<file path="src/rtl/ws_psum_accumulator.sv">
// Weight-stationary partial-sum accumulator: groups cfg_len sums, requantizes
// (rounding shift, optional ReLU via PSUM_RELU_EN, saturation) and buffers results in a FIFO.
module ws_psum_accumulator #(
    parameter int WIDTH   = 19,
    parameter int LEN_W   = 6,
    parameter int ACC_W   = WIDTH + LEN_W,
    parameter int OUT_W   = 8,
    parameter int SHIFT_W = 5,
    parameter int DEPTH   = 4
) (
    input  logic               clk,
    input  logic               nrst,
    input  logic               sum_iv,
    input  logic [WIDTH-1:0]   sum_id,
    input  logic [LEN_W-1:0]   cfg_len,
    input  logic [SHIFT_W-1:0] cfg_shift,
    output logic               out_valid,
    input  logic               out_ready,
    output logic [OUT_W-1:0]   out_data,
    output logic               busy,
    output logic               ovf
);
    localparam int CNT_W  = LEN_W + 1;
    localparam int CW     = $clog2(DEPTH) + 1;
    localparam int STAGES = 2;
    localparam logic signed [ACC_W:0] SAT_HI = (ACC_W+1)'((1 << (OUT_W-1)) - 1);
    localparam logic signed [ACC_W:0] SAT_LO = ~SAT_HI;

    // vld_pipe[0]: acc holds a finished group; vld_pipe[1]: q_q holds its requantized value
    logic [STAGES-1:0]     vld_pipe;
    logic [CNT_W-1:0]      cnt, len_q, cfg_len_full, cur_len;
    logic [SHIFT_W-1:0]    shift_q;
    logic [ACC_W-1:0]      acc, sum_ext;
    logic                  last;
    logic signed [ACC_W:0] acc_x, rnd, rsum, r;
    logic [OUT_W-1:0]      q_data, q_q;

    assign cfg_len_full = (cfg_len == '0) ? CNT_W'(1 << LEN_W) : {1'b0, cfg_len};
    assign cur_len      = (cnt == '0) ? cfg_len_full : len_q;
    assign last         = sum_iv && (cnt == cur_len - 1'b1);
    assign sum_ext      = {{(ACC_W-WIDTH){sum_id[WIDTH-1]}}, sum_id};
    assign busy         = (cnt != '0);

    always_ff @(posedge clk or negedge nrst) begin
        if (!nrst) begin
            cnt         <= '0;
            len_q       <= '0;
            shift_q     <= '0;
            acc         <= '0;
            vld_pipe[0] <= 1'b0;
        end else begin
            vld_pipe[0] <= last;
            if (sum_iv) begin
                cnt <= last ? '0 : cnt + 1'b1;
                if (cnt == '0) begin
                    acc     <= sum_ext;
                    len_q   <= cfg_len_full;
                    shift_q <= cfg_shift;
                end else begin
                    acc <= acc + sum_ext;
                end
            end
        end
    end

    // shift_q still belongs to the finished group here: a new group's first
    // beat can only update it at the end of this same cycle.
    always_comb begin
        acc_x  = {acc[ACC_W-1], acc};
        rnd    = (shift_q != '0) ? ((ACC_W+1)'(1) << (shift_q - 1'b1)) : '0;
        rsum   = acc_x + rnd;
        r      = rsum >>> shift_q;
`ifdef PSUM_RELU_EN
        if (r < 0) r = '0;
`endif
        if (r > SAT_HI)      q_data = SAT_HI[OUT_W-1:0];
        else if (r < SAT_LO) q_data = SAT_LO[OUT_W-1:0];
        else                 q_data = r[OUT_W-1:0];
    end

    always_ff @(posedge clk or negedge nrst) begin
        if (!nrst) begin
            q_q         <= '0;
            vld_pipe[1] <= 1'b0;
        end else begin
            vld_pipe[1] <= vld_pipe[0];
            if (vld_pipe[0]) q_q <= q_data;
        end
    end

    // Shift-register FIFO: entry 0 is the head, vacated slots are zeroed so
    // out_data reads 0 when empty.
    logic [OUT_W-1:0] mem    [DEPTH];
    logic [OUT_W-1:0] mem_nx [DEPTH];
    logic [CW-1:0]    count, widx;
    logic             push, pop, full, push_ok;

    assign push      = vld_pipe[1];
    assign out_valid = (count != '0);
    assign pop       = out_valid && out_ready;
    assign full      = (count == CW'(DEPTH));
    assign push_ok   = push && (!full || pop);
    assign widx      = pop ? count - 1'b1 : count;
    assign out_data  = mem[0];

    always_comb begin
        for (int i = 0; i < DEPTH; i++) mem_nx[i] = mem[i];
        if (pop) begin
            for (int i = 0; i < DEPTH-1; i++) mem_nx[i] = mem[i+1];
            mem_nx[DEPTH-1] = '0;
        end
        if (push_ok) mem_nx[widx[CW-2:0]] = q_q;
    end

    always_ff @(posedge clk or negedge nrst) begin
        if (!nrst) begin
            for (int i = 0; i < DEPTH; i++) mem[i] <= '0;
            count <= '0;
            ovf   <= 1'b0;
        end else begin
            for (int i = 0; i < DEPTH; i++) mem[i] <= mem_nx[i];
            count <= count + CW'(push_ok) - CW'(pop);
            if (push && full && !pop) ovf <= 1'b1;
        end
    end
endmodule

</file>
<file path="config.mk">
export PLATFORM = sky130hd
export DESIGN_NAME = ws_psum_accumulator
export DESIGN_NICKNAME = d
export VERILOG_FILES = /design/src/rtl/ws_psum_accumulator.sv
export SDC_FILE = /design/constraint.sdc
export NUM_CORES = 1
export LEC_CHECK = 0
export CORE_MARGIN = 1
export CORE_UTILIZATION = 40
export DETAILED_ROUTE_END_ITERATION = 8
export HOLD_SLACK_MARGIN = 0.15
export PLACE_DENSITY = 0.68
export SLEW_MARGIN = 20
export SYNTH_ARGS = -nofsm -noshare
export SYNTH_HDL_FRONTEND = slang
export SYNTH_SLANG_ARGS = --single-unit
</file>
<file path="constraint.sdc">
create_clock -name clk -period 9.9 [get_ports clk]
set_input_delay 1.98 -clock clk [delete_from_list [all_inputs] [get_ports clk]]
set_output_delay 1.98 -clock clk [all_outputs]
set_load 0.005 [all_outputs]
</file>
Word level (Yosys, flattened, before mapping)
Cells that the tools add are included.
- register bits: 90
- bits of input ports: 34
- output and inout bits: 11
- word-level logic and storage cells: 58
- add/sub/neg operators: 8
- magnitude comparators: 4
- equal/unequal tests: 2
- shift-type cells: 2
- multiplexer cells: 13
- bitwise logic cells: 1
- reduce and logical (&&, ||, !) cells: 15
- operator list (operator ; number):
    two-way mux 32 bit ; 2
    bitwise mux 32 bit ; 1
    adder 25 x 26 -> 26 bit ; 1
    > comparator 26 x 8 -> 1 bit (second input constant) ; 1
    less-than comparator 26 x 8 -> 1 bit (second input constant) ; 1
    two-way mux 26 bit ; 1
    << shifter 1 x 5 -> 26 bit (first input constant) ; 1
    >>> shifter 26 x 5 -> 26 bit ; 1
    adder 25 bit ; 1
    two-way mux 25 bit ; 1
    two-way mux 8 bit ; 3
    two-way mux 7 bit ; 3
    demux 8 bit (select 2 bit) ; 1
    adder 7 x 1 -> 7 bit (second input constant) ; 1
    == test 7 bit ; 1
    logical NOT 7 bit ; 1
    nonzero test 7 bit ; 1
    subtractor 7 x 1 -> 7 bit (second input constant) ; 1
    logical AND 1 bit ; 6
    logical NOT 6 bit ; 1
    nonzero test 5 bit ; 1
    subtractor 5 x 1 -> 5 bit (second input constant) ; 1
    adder 3 x 1 -> 3 bit ; 1
    == test 3 bit (second input constant) ; 1
    other kinds (10) ; 11

Logic depth before layout (Yosys ltp)
Gate-level depths: netlist of the first run.
- depth in word-level cells: 10
- mapped depth: 22
- gate-level depth less buffers: 18

Worst setup path before layout of the first run
Ideal clock, no wire load.
- path kind: reg-to-reg
- start point: register shift_q[1]
- end point: register q_q[5]
- arrival: 4.621 ns
- path slack: 5.129 ns
- stages on the path, launching flop included: 21
- path buffers: 2
- cell sequence: dfrtp_1 clkbuf_1 inv_1 clkbuf_1 nand2_1 nor2_1 ha_1 fa_1 a211oi_2 o21a_1 o21ai_4 o21ai_2 a2111oi_1 a211o_1 mux4_2 a22oi_1 nand3_1 nor4_1 a31oi_1 a211oi_1 o22ai_1
- longest elaborated chain between the ends: 8
- elaborated cells on any way between the ends: 10
- those cells by class: 2 x add/sub; 2 x order compare; 2 x shift; 3 x mux; 1 x reduce/logical
- RTL lines (element ; line ; RTL):
    from (decl) ; 32 ; logic [SHIFT_W-1:0] shift_q;
    from (signal assigned) ; 58 ; shift_q <= cfg_shift;
    subtractor 5 x 1 -> 5 bit ; 70 ; rnd = (shift_q != '0) ? ((ACC_W+1)'(1) << (shift_q - 1'b1)) : '0;
    << shifter 1 x 5 -> 26 bit ; 70 ;
    two-way mux 26 bit ; 70 ;
    adder 25 x 26 -> 26 bit ; 71 ; rsum = acc_x + rnd;
    >>> shifter 26 x 5 -> 26 bit (*) ; 72 ; r = rsum >>> shift_q;
    less-than comparator 26 x 8 -> 1 bit ; 77 ; else if (r < SAT_LO) q_data = SAT_LO[OUT_W-1:0];
    two-way mux 8 bit ; 77 ;
    two-way mux 8 bit (*) ; 76 ; if (r > SAT_HI) q_data = SAT_HI[OUT_W-1:0];
    to (signal assigned) ; 87 ; if (vld_pipe[0]) q_q <= q_data;
    to (decl) ; 36 ; logic [OUT_W-1:0] q_data, q_q;
Mark *: on every way between the ends. The rest lies on a longest branch, timed or not.
A chain may end at the register's enable or synchronous reset.

Final worst setup path of the first run
- start point: register shift_q[3]
- end point: register q_q[5]
Same word-level chain as after synthesis.

==> results.yml, run 1 <==
setup_path:
  rrSetupSlack_ns: 3.41
  worstPathMaxFanout: 26
  worst_ep_arrival_time_ns: 6.70
  ff2ff_path_depth: 19
  r2r_start: "shift_q[3]$_DFFE_PN0P_"
  worstSetupStartpointType: "register"
  end_kind: "register"
  crit_required_ns: 10.11
  worstSetupPathType: "register to register"
  reg2reg_to: "q_q[5]$_DFFE_PN0P_"
grt:
  grt_max_degree: 60
  antenna_found_initial: 1
  grt_use_total_pct: 23.6
  gr-total-overflow: 0
  grt_pass1_wl_um: 45100
  grt_pass1_vias: 8460
synth:
  yosysWarnings: 0
  syn_area_mm2: 0.00910
  ys_seq_area_share_pct: 24.7
  synthSimpleGateAreaFrac_pct: 22.3
  avgSynthCellArea_um2: 7.55
  ys_ff_latch: 90
  synth_xor_area_share_pct: 4.48
  synthFlopType: "dfrtp_1"
  synthCells: 1206
  synth_edf_count: 0
  ys_types: 80
  async_flop_share_pct: 100
  synth_mux_area_share_pct: 7.12
  synth_top_family_by_area: "compound AO/OA/AOI/OAI gates"
  synthAdderAreaFrac_pct: 8.22
  mappedNetlistNets: 1298
  synth-compound-area-share_pct: 27.9
drt:
  via_per_inst: 6.21
  ant_nets: 0
  wl_per_cell_um: 18.4
  drc: 0
  routed_wl_um: 27200
  dr.pass1.iters: 8
  vias: 9211
  drt_iter0_drc: 834
die:
  core-area_mm2: 0.0221
  die_area_mm2: 0.0234
  fp.dieW_um: 153
  die_h_um: 153
  boundaryPins: 45
  row_count: 54
  start_util_pct: 41.2
cts:
  cts-hold-fix-buffers: 0
  cts_root_buf: "clkbuf_16"
  cts_tree: "yes"
  cts_setup_buffers: 0
  post_cts_resized: 0
  insertion_delay_ns: 0.36
  path_clk_slew_ns: 0.07
  cts.sinks: 90
  clockBufferDepth: 2
  cts_inserted_buffers: 9
  cts.htree.levels: 3
power_and_ir_drop:
  p_switching_uw: 2000
  power_frac_comb_pct: 73.9
  p_per_area_mw_per_mm2: 369
  seqPwrFrac_pct: 16.5
  clockPowerShare_pct: 9.5
  p_int_uw: 1670
  power_uw: 3670
  p_sw_share_pct: 54.5
  power_leakage_uw: 0.00417
  peakVddDrop_mv: 0.138
timing:
  skew_ns: 0.0121
  fin_crit_ns: 6.49
  hold_violations: 0
  slew_violations: 0
  setup_viol: 0
  final.setup.tns_ns: 0
  fmax_mhz: 154
  fin_crit_sh_pct: 65.6
  tightest_slew_ns: 0.939
  max_slew_margin_pct: 37.2
  rsz0062_at_grt: "false"
hold_path:
  hp-start: "ovf$_DFFE_PN0P_"
  hold_path_depth: 1
  whs_endpoint: "ovf$_DFFE_PN0P_"
  min_path_type: "register to register"
layout:
  nNetsFinal: 1290
  layout-drive-gt1-share_pct: 5.32
  fin_util_pct: 45.0
  area_delta_synth_final_pct: 9.14
  fin_cells: 1483
  diodes: 0
placed_design:
  place.gp.congestion: 1.00
  place_inst: 1467
  port_buffers: 44
  dpl.hpwl_um: 20700
run_status:
  outcome: "finished clean"
flow_run:
  cap_viol_max_count: 0
-- how the worst max path moves through the flow --
stage,startpoint,to,cells after the start
global placement,shift_q[3]$_DFFE_PN0P_,q_q[5]$_DFFE_PN0P_,19
detailed placement,shift_q[3]$_DFFE_PN0P_,q_q[5]$_DFFE_PN0P_,19
global route,shift_q[3]$_DFFE_PN0P_,q_q[5]$_DFFE_PN0P_,19
finish,shift_q[3]$_DFFE_PN0P_,q_q[5]$_DFFE_PN0P_,19
floorplan,shift_q[1]$_DFFE_PN0P_,q_q[5]$_DFFE_PN0P_,20
CTS,shift_q[3]$_DFFE_PN0P_,q_q[5]$_DFFE_PN0P_,19
-- cell usage in the layout (no fill, tap or decap), drive strengths merged, types with 7 or more instances in the layout --
cell type,synthesis,routed
nor2,158,158
nand2,122,122
a21oi,105,105
o21ai,101,101
dfrtp,90,90
ha,55,55
inv,41,46
clkdlybuf4s50,0,42
mux2i,40,40
nand3,35,35
nor3,30,30
xnor2,29,29
a211oi,24,24
nand4,18,18
and3,17,17
a31oi,16,16
mux2,16,16
o211ai,16,16
xor2,15,15
o22ai,15,15
a21o,15,15
o21a,15,15
nand2b,12,12
o31ai,11,11
buf,25,11
nor4,10,10
a211o,10,10
clkbuf,47,9
and2,9,9
or3,8,8
o21bai,7,7
-- layer usage --
metal | vias to the layer above | wire [um] | track usage, %
met5 | - | 0 | 0
met4 | 0 | 894 | 8.18
met3 | 89 | 1780 | 3.52
met2 | 402 | 12100 | 37.0
met1 | 4307 | 12500 | 33.0
li1 | 4413 | - | -
-- power by group through the flow --
stage	Clock, uW	Sequential [uW]	Combinational [uW]
after floorplan	0	559	2040
after global placement	0	611	2640
after detailed placement	0	612	2640
after CTS	360	606	2650
after global routing	371	626	2990
final	350	606	2710
-- synth_stat cells, types with 11 or more instances --
| master | instances | area [um^2] |
|---|---|---|
| o21a_1 | 15 | 113 |
| a211oi_1 | 23 | 173 |
| o211ai_1 | 16 | 120 |
| inv_1 | 39 | 146 |
| nand3_1 | 35 | 175 |
| o22ai_1 | 15 | 93.8 |
| mux2_2 | 16 | 180 |
| nand2b_1 | 12 | 75.1 |
| nand2_1 | 122 | 458 |
| and3_1 | 17 | 106 |
| nor2_1 | 157 | 589 |
| buf_1 | 11 | 41.3 |
| o21ai_0 | 88 | 440 |
| xor2_1 | 15 | 131 |
| dfrtp_1 | 90 | 2250 |
| a31oi_1 | 16 | 100 |
| clkbuf_1 | 45 | 169 |
| mux2i_1 | 40 | 400 |
| nand4_1 | 18 | 113 |
| a21o_1 | 15 | 113 |
| a21oi_1 | 103 | 515 |
| o31ai_1 | 11 | 82.6 |
| nor3_1 | 30 | 150 |
| xnor2_1 | 29 | 254 |
| ha_1 | 55 | 688 |
-- cells by family (layout without fill, tap and decap cells) --
family | Yosys count | after routing
fa+ha+maj | 58 | 58
mux | 59 | 59
buf+inv | 115 | 112
flops | 90 | 90
compound gates | 395 | 395
simple gates | 444 | 444
xor+xnor | 45 | 45
-- flip-flops by register name, summed over array words and instances, names as in the netlist --
signal,count
ovf,1
mem,24
count,3
out_data,8
vld_pipe,1
push,1
q_q,8
cnt,7
shift_q,5
len_q,7
acc,25
-- critical path, stage by stage, from the launching register on --
cell and delay [ns]:
dfrtp_1 0.33, buf_4 0.28, clkinv_1 0.67, nor2_1 0.37, nand2_1 0.28, nor2_1 0.22
ha_1 0.35, nand4_1 0.23, nor3_1 0.46, nand3_1 0.18, a21oi_1 0.37, nor2_1 0.12
xnor3_1 0.70, nand2b_1 0.31, nor2_1 0.06, nor4_1 0.36, nor4b_1 0.32, a31oi_1 0.31
a211oi_1 0.32, o22ai_1 0.09
-- stage by stage --
stage | instance area [um^2] | hold slack [ns] | worst slack, ns
CTS | 9940 | 0.477 | 3.59
detailed placement | 9640 | 0.461 | 3.63
finish | 9940 | 0.470 | 3.41
global route | 9940 | 0.514 | 2.88
global placement | 9640 | 0.453 | 3.70
floorplan | 9100 | 0.352 | 5.13
-- cell type report --
cell class | instances | area, um^2
Tap cell | 280 | 350
Inverter | 43 | 161
Clock buffer | 9 | 225
Sequential cell | 90 | 2250
Timing Repair Buffer | 53 | 500
Multi-Input combinational cell | 1001 | 6380
Fill cell | 2227 | 12200
Clock inverter | 7 | 66.3
Note: power is estimated with default switching activity, not from simulation.
==> inputs of run 2 (changes only) <==
==> constraint.sdc (replaced) <==
create_clock -name clk -period 6.2 [get_ports clk]
set_input_delay 1.24 -clock clk [delete_from_list [all_inputs] [get_ports clk]]
set_output_delay 1.24 -clock clk [all_outputs]
set_load 0.005 [all_outputs]
==> results.yml, run 2 (synthesis gave the netlist of run 1 again) <==
run_status:
  outcome: "finished clean"
power_and_ir_drop:
  p_int_uw: 2760
  seqPwrFrac_pct: 17.0
  clockPowerShare_pct: 9.9
  peakVddDrop_mv: 0.255
  p_switching_uw: 3150
  p_sw_share_pct: 53.3
  power_leakage_uw: 0.00425
  p_per_area_mw_per_mm2: 588
  power_frac_comb_pct: 73.1
cts:
  clockBufferDepth: 2
  insertion_delay_ns: 0.36
  cts_root_buf: "clkbuf_16"
  cts_inserted_buffers: 9
  cts.htree.levels: 3
  cts-hold-fix-buffers: 0
  post_cts_resized: 0
  cts_tree: "yes"
  path_clk_slew_ns: 0.07
  cts.sinks: 90
  cts_setup_buffers: 0
drt:
  wl_per_cell_um: 17.8
  ant_nets: 0
  routed_wl_um: 26700
  via_per_inst: 6.03
  dr.pass1.iters: 5
  drt_iter0_drc: 745
  vias: 9018
  drc: 0
die:
  core-area_mm2: 0.0221
  boundaryPins: 45
  fp.dieW_um: 153
  row_count: 54
  die_h_um: 153
  start_util_pct: 41.2
  die_area_mm2: 0.0234
layout:
  fin_cells: 1495
  diodes: 0
  area_delta_synth_final_pct: 10.4
  largest_reg_flops: 25
  most-common-layout-cells: "157 x nor2_1, 122 x nand2_1, 103 x a21oi_1"
  nNetsFinal: 1302
  seqCellArea_mm2: 0.00225
  nFillCells: 2199
  final_common_cell: "nor2_1"
  multiInputGateArea_mm2: 0.00638
  layout-drive-gt1-share_pct: 6.26
  top_register: "acc"
  top_regs: "acc (25), mem (24)"
setup_path:
  end_kind: "register"
  worstSetupPathType: "register to register"
  worstSetupStartpointType: "register"
  worstPathMaxFanout: 15
  crit_required_ns: 6.40
  worst_ep_arrival_time_ns: 5.97
flow_run:
  cap_viol_max_count: 0
hold_path:
  min_path_type: "register to register"
placed_design:
  place.gp.congestion: 0.996
  place_inst: 1479
  pre_cts_ws_ns: 0.654
  dpl.hpwl_um: 20800
  port_buffers: 44
timing:
  setup_viol: 0
  slew_violations: 0
  fin_crit_ns: 5.77
  rsz0062_at_grt: "false"
  tightest_slew_ns: 1.01
  skew_ns: 0.0125
  fmax_mhz: 173
  fin_crit_sh_pct: 93.0
  max_slew_margin_pct: 32.0
  timing.final.ws_setup_ns: 0.432
  final.setup.tns_ns: 0
  hold_violations: 0
grt:
  gr-total-overflow: 0
  grt_pass1_wl_um: 44100
  grt_pass1_vias: 8515
  grt_use_total_pct: 23.3
  antenna_found_initial: 0
  grt_max_degree: 60
run 2: cell types whose count changed in the layout (fill, tap and decap cells not counted), sizes merged:
| cell | change |
|---|---|
| clkinvlp | -2 |
| bufinv | +1 |
| clkinv | +3 |
| buf | +12 |
| inv | -2 |
run 2: routing by layer:
metal	track usage, %	part of all wire [%]	up-vias	routed length (um)
met4	10.6	4.2	0	1120
met2	37.8	45	307	12000
met3	4.03	6.0	64	1600
li1	-	-	4459	-
met5	0	0	-	0
met1	30.2	45	4188	11900
run 2: power groups by stage:
stage	clock (uW)	combinational (uW)	sequential [uW]
after detailed placement	0	4220	1010
after global routing	617	4770	1030
after global placement	0	4220	1010
final	587	4320	1010
after floorplan	0	3260	893
after CTS	597	4250	1010
run 2: worst max-delay path, cell delays in order (launching register included):
cell	delay (ns)
dfrtp_1	0.55
nor2_1	0.53
nand2_1	0.21
inv_1	0.22
ha_1	0.44
a21oi_1	0.20
o21a_1	0.22
a21oi_1	0.17
o21ai_2	0.14
a221o_1	0.38
a2111oi_0	0.86
a211oi_1	0.21
o21ai_0	0.32
o211ai_1	0.16
o41ai_2	0.29
a31oi_1	0.31
a311oi_1	0.33
o22ai_1	0.11
run 2: stage by stage:
stage	total power [uW]	cell area (um^2)	hold slack [ns]	util (%)
3_5_place_dp	5240	9730	0.443	44.1
5_1_grt	6420	10100	0.476	45.5
6_report	5920	10100	0.453	45.5
2_1_floorplan	4160	9100	0.352	-
3_3_place_gp	5230	9730	0.449	44.1
4_1_cts	5850	10100	0.458	45.5
run 2: final timing paths:
path | startpoint | end | cells past startpoint | slack (ns)
min in group asynchronous | nrst | cnt[3]$_DFFE_PN0P_ | 1 | 0.82
min reg2reg | ovf$_DFFE_PN0P_ | ovf$_DFFE_PN0P_ | 1 | 0.45
max in group asynchronous | nrst | mem[0]$_DFF_PN0_ | 2 | 4.29
max reg2reg | shift_q[1]$_DFFE_PN0P_ | q_q[4]$_DFFE_PN0P_ | 17 | 0.43
max | shift_q[1]$_DFFE_PN0P_ | q_q[4]$_DFFE_PN0P_ | 17 | 0.43
min | ovf$_DFFE_PN0P_ | ovf$_DFFE_PN0P_ | 1 | 0.45
run 2: layout make-up:
cell class | instances | area share [%]
Timing Repair Buffer | 65 | 5.87
Inverter | 43 | 1.61
Tap cell | 280 | 3.48
Multi-Input combinational cell | 1001 | 63.5
Sequential cell | 90 | 22.4
Clock buffer | 9 | 2.24
Clock inverter | 7 | 0.946
==> inputs of run 3 (changes only) <==
--- a/config.mk
+++ b/config.mk
@@ -5,7 +5,6 @@
 export SDC_FILE = /design/constraint.sdc
 export NUM_CORES = 1
 export LEC_CHECK = 0
-export CORE_MARGIN = 1
 export CORE_UTILIZATION = 40
 export DETAILED_ROUTE_END_ITERATION = 8
 export HOLD_SLACK_MARGIN = 0.15
==> results of run 3 <==
No change in the layout: final DEF, timing and power equal those of run 2.
